==> src/rtl/mux_pkg.sv <==
// Shared definitions for the mux / arbiter family: index-width helper,
// arbitration mode encodings and the per-cycle handshake action type.
package mux_pkg;

    // Arbitration mode values for the RR parameter.
    localparam bit ARB_FIXED = 1'b0;
    localparam bit ARB_RR    = 1'b1;

    // Value an output register's valid flag takes out of reset.
    localparam logic VALID_RST = 1'b0;

    // What the output register does on a given cycle.
    typedef enum logic [1:0] {
        XFER_IDLE,   // empty and nothing eligible
        XFER_LOAD,   // accept a new word (covers drain-and-refill)
        XFER_DRAIN,  // consumer takes the word, nothing to refill with
        XFER_STALL   // word held, consumer not ready
    } xfer_e;

    // Width of a channel index; never narrower than one bit.
    function automatic int calc_cw(input int n);
        return (n > 1) ? $clog2(n) : 1;
    endfunction

endpackage

==> src/rtl/rr_arbiter.sv <==
// Combinational arbiter: picks one requester, either the first one at or
// above ptr (wrapping back to 0) or simply the lowest index.
module rr_arbiter
    import mux_pkg::*;
#(
    parameter  int N  = 4,
    parameter  bit RR = ARB_RR,
    localparam int CW = calc_cw(N)
) (
    input  logic [N-1:0]  req,
    input  logic [CW-1:0] ptr,
    output logic [N-1:0]  gnt_onehot,
    output logic [CW-1:0] gnt_idx,
    output logic          any_gnt
);

    // Search origin; fixed priority always starts at channel 0.
    logic [CW-1:0] start;
    assign start = (RR == ARB_RR) ? ptr : '0;

    // Two passes: first the requesters at or above start, then wrap to the
    // lowest requester. An out-of-range start simply falls to the second pass.
    always_comb begin
        // NOTE: every output gets a default before any conditional assignment,
        // otherwise the unassigned paths would infer latches.
        gnt_onehot = '0;
        gnt_idx    = '0;
        any_gnt    = 1'b0;
        for (int i = 0; i < N; i++) begin
            if (!any_gnt && req[i] && (CW'(i) >= start)) begin
                any_gnt       = 1'b1;
                gnt_idx       = CW'(i);
                gnt_onehot[i] = 1'b1;
            end
        end
        for (int i = 0; i < N; i++) begin
            if (!any_gnt && req[i]) begin
                any_gnt       = 1'b1;
                gnt_idx       = CW'(i);
                gnt_onehot[i] = 1'b1;
            end
        end
    end

endmodule

==> src/rtl/mux_arb_rr.sv <==
// N-channel registered multiplexer with valid/ready on every side. An
// internal arbiter picks the source; force_en restricts eligibility to a
// single channel. One output register stage absorbs backpressure.
module mux_arb_rr
    import mux_pkg::*;
#(
    parameter  int WIDTH = 8,
    parameter  int N     = 4,
    parameter  bit RR    = ARB_RR,
    localparam int CW    = calc_cw(N)
) (
    input  logic               clk,
    input  logic               rst_n,
    input  logic [N*WIDTH-1:0] in_data,
    input  logic [N-1:0]       in_valid,
    output logic [N-1:0]       in_ready,
    input  logic               force_en,
    input  logic [CW-1:0]      force_sel,
    output logic [WIDTH-1:0]   out_data,
    output logic [CW-1:0]      out_ch,
    output logic               out_valid,
    input  logic               out_ready
);

    logic [N-1:0]     elig;
    logic [N-1:0]     gnt_onehot;
    logic [CW-1:0]    gnt_idx;
    logic             any_gnt;
    logic             acc;
    logic [WIDTH-1:0] sel_data;
    xfer_e            xfer;

    logic [WIDTH-1:0] out_data_q, out_data_d;
    logic [CW-1:0]    out_ch_q, out_ch_d;
    logic             out_valid_q, out_valid_d;
    logic [CW-1:0]    ptr_q, ptr_d;

    // Eligible set: requests, narrowed to force_sel when forcing. A force_sel
    // beyond the last channel matches nothing, so nothing is eligible.
    always_comb begin
        elig = '0;
        for (int i = 0; i < N; i++) begin
            elig[i] = in_valid[i] && (!force_en || (force_sel == CW'(i)));
        end
    end

    rr_arbiter #(
        .N  (N),
        .RR (RR)
    ) u_arb (
        .req        (elig),
        .ptr        (ptr_q),
        .gnt_onehot (gnt_onehot),
        .gnt_idx    (gnt_idx),
        .any_gnt    (any_gnt)
    );

    // AND-OR select of the granted channel's word.
    always_comb begin
        sel_data = '0;
        for (int i = 0; i < N; i++) begin
            if (gnt_onehot[i]) begin
                sel_data = in_data[i*WIDTH +: WIDTH];
            end
        end
    end

    // Classify the cycle; the register can take a word whenever it is empty
    // or being emptied this cycle, so drain and refill happen together.
    always_comb begin
        acc  = !out_valid_q || out_ready;
        xfer = XFER_IDLE;
        if (!acc) begin
            xfer = XFER_STALL;
        end else if (any_gnt) begin
            xfer = XFER_LOAD;
        end else if (out_valid_q) begin
            xfer = XFER_DRAIN;
        end
    end

    assign in_ready = (xfer == XFER_LOAD) ? gnt_onehot : '0;

    // Next state of the output register and the round-robin pointer.
    always_comb begin
        out_data_d  = out_data_q;
        out_ch_d    = out_ch_q;
        out_valid_d = out_valid_q;
        ptr_d       = ptr_q;
        case (xfer)
            XFER_LOAD: begin
                out_data_d  = sel_data;
                out_ch_d    = gnt_idx;
                out_valid_d = 1'b1;
                if (RR == ARB_RR) begin
                    ptr_d = (gnt_idx == CW'(N - 1)) ? '0 : gnt_idx + CW'(1);
                end
            end
            XFER_DRAIN: begin
                out_valid_d = 1'b0;
            end
            default: begin
                // idle and stall hold everything
            end
        endcase
    end

    // Output and pointer registers.
    always_ff @(posedge clk or negedge rst_n) begin
        if (!rst_n) begin
            // NOTE: the data and channel registers are reset too, not just
            // valid, because their post-reset value of zero is visible on the
            // outputs and relied upon downstream.
            out_data_q  <= '0;
            out_ch_q    <= '0;
            out_valid_q <= VALID_RST;
            ptr_q       <= '0;
        end else begin
            // NOTE: non-blocking assignments so every register samples the
            // pre-edge values, independent of statement order.
            out_data_q  <= out_data_d;
            out_ch_q    <= out_ch_d;
            out_valid_q <= out_valid_d;
            ptr_q       <= ptr_d;
        end
    end

    assign out_data  = out_data_q;
    assign out_ch    = out_ch_q;
    assign out_valid = out_valid_q;

endmodule

==> config.mk <==
export PLATFORM = sky130hd
export DESIGN_NAME = mux_arb_rr
export DESIGN_NICKNAME = d
export VERILOG_FILES = /design/src/rtl/mux_pkg.sv /design/src/rtl/rr_arbiter.sv /design/src/rtl/mux_arb_rr.sv
export SDC_FILE = /design/constraint.sdc
export NUM_CORES = 1
export LEC_CHECK = 0
export BUFFER_PORTS_ARGS = -buffer_cell sky130_fd_sc_hd__buf_2
export CAP_MARGIN = 20
export CORE_ASPECT_RATIO = 1.75
export CORE_MARGIN = 1.5
export CORE_UTILIZATION = 40
export CTS_CLUSTER_SIZE = 30
export DETAILED_ROUTE_END_ITERATION = 6
export PLACE_DENSITY = 0.71
export SYNTH_ARGS = -nofsm -noshare
export SYNTH_HDL_FRONTEND = slang
export SYNTH_SLANG_ARGS = --single-unit
==> constraint.sdc <==
create_clock -name clk -period 3.7 [get_ports clk]
set_input_delay 0.555 -clock clk [delete_from_list [all_inputs] [get_ports clk]]
set_output_delay 0.555 -clock clk [all_outputs]
set_load 0.05 [all_outputs]
### Word-level counts from Yosys, hierarchy flattened

Index checks and enable logic that the tools add are counted.

| storage, ports and cells | value |
|---|---|
| register bits after elaboration | 13 |
| input port bits | 42 |
| output and inout bits | 15 |
| word-level logic and storage cells | 78 |

| cells by class | value |
|---|---|
| add/subtract/negate cells | 1 |
| magnitude comparators | 4 |
| equal/unequal tests | 6 |
| mux-type cells | 32 |
| reductions and logical operators | 31 |

Operator list:

| cell | number |
|---|---|
| 2-to-1 mux 8 bit | 4 |
| 2-to-1 mux 2 bit | 10 |
| 2-to-1 mux 1 bit | 16 |
| logical AND 1 bit | 15 |
| logical NOT 1 bit | 9 |
| == test 2 bit, second input constant | 4 |
| logical OR 1 bit | 5 |
| == test 2 x 1 -> 1 bit, second input constant | 2 |
| >= comparator 1 x 2 -> 1 bit, first input constant | 2 |
| >= comparator 2 bit, first input constant | 2 |
| 2-to-1 mux 4 bit | 1 |
| adder 2 x 1 -> 2 bit, second input constant | 1 |
| logical NOT 2 bit | 1 |
| one-hot mux 1 bit (2 select lines) | 1 |
| nonzero test 2 bit | 1 |

### Depth between registers and ports, before layout

| depth | value |
|---|---|
| depth in word-level cells | 33 |
| depth in mapped cells | 8 |
| gate-level depth less buffers | 6 |

### Modules after synthesis

A second synthesis with hierarchy kept.

| unflattened totals | value |
|---|---|
| cells, all modules | 132 |
| area, all modules | 1108.6 um2 |

Modules (own cells, without submodules):

| module | times used | cells each | area an instance (um2) | seq. area each (um2) |
|---|---|---|---|---|
| mux_arb_rr | 1 | 99 | 885.8 | 325.3 |
| rr_arbiter | 1 | 33 | 222.7 | 0.0 |

### Worst setup path after synthesis

Ideal clock, no wire load.

| path | value |
|---|---|
| path kind | input to output |
| start point | in force_en |
| end point | out in_ready[3] |
| arrival time | 2595 ps |
| required time | 3145 ps |
| slack | 550 ps |
| stages on the path | 7 |
| path buffers | 2 |
| cells stage by stage | buf_4 inv_1 o21ai_4 o21ai_1 nand2_1 buf_2 nor3_1 |

| on the way | value |
|---|---|
| word-level cells in the longest chain between the ends | 33 |
| elaborated cells on any way between the ends | 41 |
| those cells by class | eq/ne: 1; mux: 13; reduce/logical: 27 |

RTL lines:

| element | line | source |
|---|---|---|
| from (decl) | mux_arb_rr.sv:17 | `input logic force_en,` |
| logical NOT 1 bit * | mux_arb_rr.sv:43 | `elig[i] = in_valid[i] && (!force_en \|\| (force_sel == CW'(i)));` |
| logical OR 1 bit | mux_arb_rr.sv:43 |  |
| logical AND 1 bit | mux_arb_rr.sv:43 |  |
| logical AND 1 bit | rr_arbiter.sv:30 | `if (!any_gnt && req[i] && (CW'(i) >= start)) begin` |
| 2-to-1 mux 1 bit | rr_arbiter.sv:30 |  |
| logical NOT 1 bit | rr_arbiter.sv:30 |  |
| logical AND 1 bit (2 in a row) | rr_arbiter.sv:30 |  |
| 2-to-1 mux 1 bit | rr_arbiter.sv:30 |  |
| [... 16 more ...] | n/a |  |
| 2-to-1 mux 1 bit | rr_arbiter.sv:37 | `if (!any_gnt && req[i]) begin` |
| logical NOT 1 bit | rr_arbiter.sv:37 |  |
| logical AND 1 bit | rr_arbiter.sv:37 |  |
| 2-to-1 mux 1 bit | rr_arbiter.sv:37 |  |
| 2-to-1 mux 2 bit | mux_arb_rr.sv:75 | `end else if (any_gnt) begin` |
| 2-to-1 mux 2 bit | mux_arb_rr.sv:73 | `if (!acc) begin` |
| == test 2 x 1 -> 1 bit | mux_arb_rr.sv:82 | `assign in_ready = (xfer == XFER_LOAD) ? gnt_onehot : '0;` |
| 2-to-1 mux 4 bit * | mux_arb_rr.sv:82 |  |
| to (decl) | mux_arb_rr.sv:16 | `output logic [N-1:0] in_ready,` |

Mark *: on every way between the ends. The rest lies on a longest branch, timed or not.

### Worst setup path in the final report

| path | value |
|---|---|
| start point | in force_en |
| end point | out in_ready[2] |

The elaborated chain is that of the path after synthesis.

==> results.json <==
{
  "syn-num-nets": 180,
  "pin_count": 57,
  "cp-start-kind": "input pin",
  "insertion_delay_ns": 0.24,
  "r2r_slack_ns": 1.55,
  "crit_path_frequent_cell": "buf_2",
  "setup-violations-final": 0,
  "syn_area_per_cell_um2": 8.46,
  "diodes": 0,
  "initialDrtViolationCount": 31,
  "cp.depth": 7,
  "hold_violations": 0,
  "ys.flop_type": "dfrtp_1",
  "core_area_um2": 2750,
  "netlist_area_um2": 1170,
  "track_usage_pct": 24.0,
  "timing.final.crit_share_pct": 77.9,
  "ir_drop_v": 0.000281,
  "tightest_slew_ns": 0.589,
  "wirelength_mm": 3.71,
  "fin_crit_ns": 2.88,
  "max_cap_violations": 0,
  "drc": 0,
  "rsz0062_at_grt": "no",
  "cts_resized": 0,
  "std_cell_rows": 25,
  "leakagePower_uw": 0.000663,
  "power_density_nw_per_um2": 480,
  "cts.htree.levels": 1,
  "startpoint": "force_en",
  "die_w_um": 43.8,
  "cts_tree": "yes",
  "ys_warn_count": 0,
  "drive_gt1_share_pct": 38.3,
  "fin_tns_setup_ns": 0,
  "hp-class": "input pin to asynchronous set/reset pin",
  "nets": 236,
  "skew_ns": 0.00315,
  "max_freq_ghz": 0.347,
  "path_delay_family": "compound AO/OA/AOI/OAI gates",
  "antenna_left": 0,
  "cts_sinks": 13,
  "fillers": 269,
  "worst_path_largest_cell_delay_ns": 0.45,
  "grt_max_degree": 21,
  "postCtsSetupBuffers": 0,
  "grt_pass1_vias": 1340,
  "cp.arrival_ns": 2.33,
  "syn_inst": 138,
  "setup_ws_ns": 0.817,
  "preCtsSetupSlack_ns": 0.858,
  "grt_pass1_wl_mm": 5.99,
  "crit_chain": "buf_2, inv_1, o21ai_4, a21oi_1, o32ai_4, and3_1, buf_2",
  "reg2regPathDepth": 7,
  "die_h_um": 74.5,
  "outcome": "complete, no violations",
  "synth_seq_area_share_pct": 27.9,
  "overflow": 0,
  "cp.required_ns": 3.14,
  "crit_fanout": 10,
  "cts_buffers": 3,
  "routedWlPerCell_um": 16.9,
  "place_congestion": 0.817,
  "dp_hpwl_mm": 2.88,
  "vias_per_cell": 6.38,
  "cts_buffer_depth": 2,
  "clk_pin_slew_worst_paths_ns": 0.06,
  "syn2layout_area_growth_pct": 29.8,
  "worstSetupPathType": "input pin to output port",
  "synth_seq_cells": 13,
  "worst-path-buf-inv": 3,
  "async_flop_share_pct": 100,
  "cts-hold-fix-buffers": 0,
  "synthDistinctLibCells": 38,
  "drv_slew": 0,
  "r2r-start": "ptr_q[1]$_DFFE_PN0N_",
  "synth_edf_count": 0,
  "grt_antenna_before_repair": 0,
  "crit_slowest_cell": "o32ai_4",
  "slew_headroom_pct": 60.6,
  "setup.worst_path.end": "in_ready[2]",
  "num_vias": 1404,
  "root_buffer": "clkbuf_8",
  "end_kind": "output port",
  "start_util_pct": 42.4,
  "die_area_um2": 3260,
  "port_buffers": 56,
  "reg2reg_to": "out_data[7]$_DFFE_PN0N_",
  "first_pass_iters": 4
}
-- synth_stat cells, types with 2 or more instances --
| cell type | number | area (um^2) |
|---|---|---|
| a21oi_1 | 26 | 130 |
| a21oi_2 | 2 | 17.5 |
| a221oi_1 | 8 | 70.1 |
| a22o_1 | 3 | 26.3 |
| buf_2 | 2 | 10.0 |
| clkbuf_1 | 5 | 18.8 |
| dfrtp_1 | 13 | 325 |
| inv_1 | 2 | 7.51 |
| nand2_1 | 7 | 26.3 |
| nand2b_1 | 4 | 25.0 |
| nor2_1 | 5 | 18.8 |
| nor2b_1 | 5 | 31.3 |
| nor3_1 | 3 | 15.0 |
| o21a_1 | 12 | 90.1 |
| o21ai_0 | 3 | 15.0 |
| o21ai_4 | 2 | 32.5 |
| o221ai_1 | 8 | 70.1 |
| o22ai_1 | 8 | 50.1 |
-- cell type report --
| cell class | count | area (um^2) | area share (%) |
|---|---|---|---|
| timing repair buffer | 60 | 310 | 20.5 |
| clock buffer | 4 | 45.0 | 2.97 |
| multi-input combinational | 114 | 793 | 52.4 |
| sequential | 13 | 325 | 21.5 |
| inverter | 2 | 7.51 | 0.495 |
| tap | 27 | 33.8 | 2.23 |
-- how the worst min path moves through the flow --
stage	cells past startpoint	from	slack, ns	endpoint
2_1_floorplan	0	rst_n	0.26	out_ch[0]$_DFFE_PN0N_
6_report	1	rst_n	0.20	out_data[0]$_DFFE_PN0N_
5_1_grt	1	rst_n	0.21	out_data[0]$_DFFE_PN0N_
3_5_place_dp	1	rst_n	0.47	out_data[4]$_DFFE_PN0N_
4_1_cts	1	rst_n	0.21	out_data[0]$_DFFE_PN0N_
3_3_place_gp	1	rst_n	0.46	out_data[4]$_DFFE_PN0N_
-- worst reg2reg max path: cells and delay by family, from the launching register on --
kind / cells / cell delay, ns
DFF: 1 / 0.57
buffers and inverters: 2 / 0.39
AOI/OAI and AO/OA: 4 / 0.65
and+or+nand+nor: 1 / 0.46
-- sequential cells by signal, summed over array words and instances, names as in the netlist --
name and count:
out_ch 2, out_data 8, out_valid 1, ptr_q 2
-- kinds of logic (layout without fill, tap and decap cells) --
family                 count (synthesis)  in the layout  share of synthesized area (%)
AO/OA/AOI/OAI                         82             82                           52.2
buffers and inverters                 11             66                           4.18
flip-flops                            13             13                           27.9
AND/OR/NAND/NOR                       32             32                           15.8
-- metal layers --
layer | share of wire [%] | vias to the layer above | GRT usage (%)
li1 | - | 659 | -
met1 | 38 | 663 | 26.4
met2 | 55 | 74 | 45.3
met3 | 5.4 | 8 | 1.70
met4 | 2.2 | 0 | 10.4
met5 | 0 | - | 0
-- cell usage in the layout, fill, tap and decap left out, drive strengths merged, types with 6 or more instances in the layout --
cell type / Yosys / final
nand2: 7 / 7
a21oi: 28 / 28
o21ai: 6 / 6
buf: 3 / 60
dfrtp: 13 / 13
o22ai: 8 / 8
a221oi: 8 / 8
o221ai: 8 / 8
o21a: 12 / 12
-- power by group --
part / switching, uW / internal (uW) / leakage [uW] / total (uW)
Sequential: 33.9 / 177 / 0.000151 / 211
Combinational: 266 / 121 / 0.000489 / 387
Clock: 52.7 / 76.2 / 0.0000228 / 129
Total: 353 / 374 / 0.000663 / 727
-- stage by stage --
stage	cell area, um^2	total power [uW]	hold slack (ns)	utilization (%)	instances
2_1_floorplan	1170	492	0.259	-	138
3_3_place_gp	1470	588	0.459	53.4	216
3_5_place_dp	1470	597	0.473	53.4	216
4_1_cts	1520	729	0.205	55.0	220
5_1_grt	1520	767	0.211	55.0	220
6_report	1520	727	0.200	55.0	220
Power figures use the tool's default switching activity.
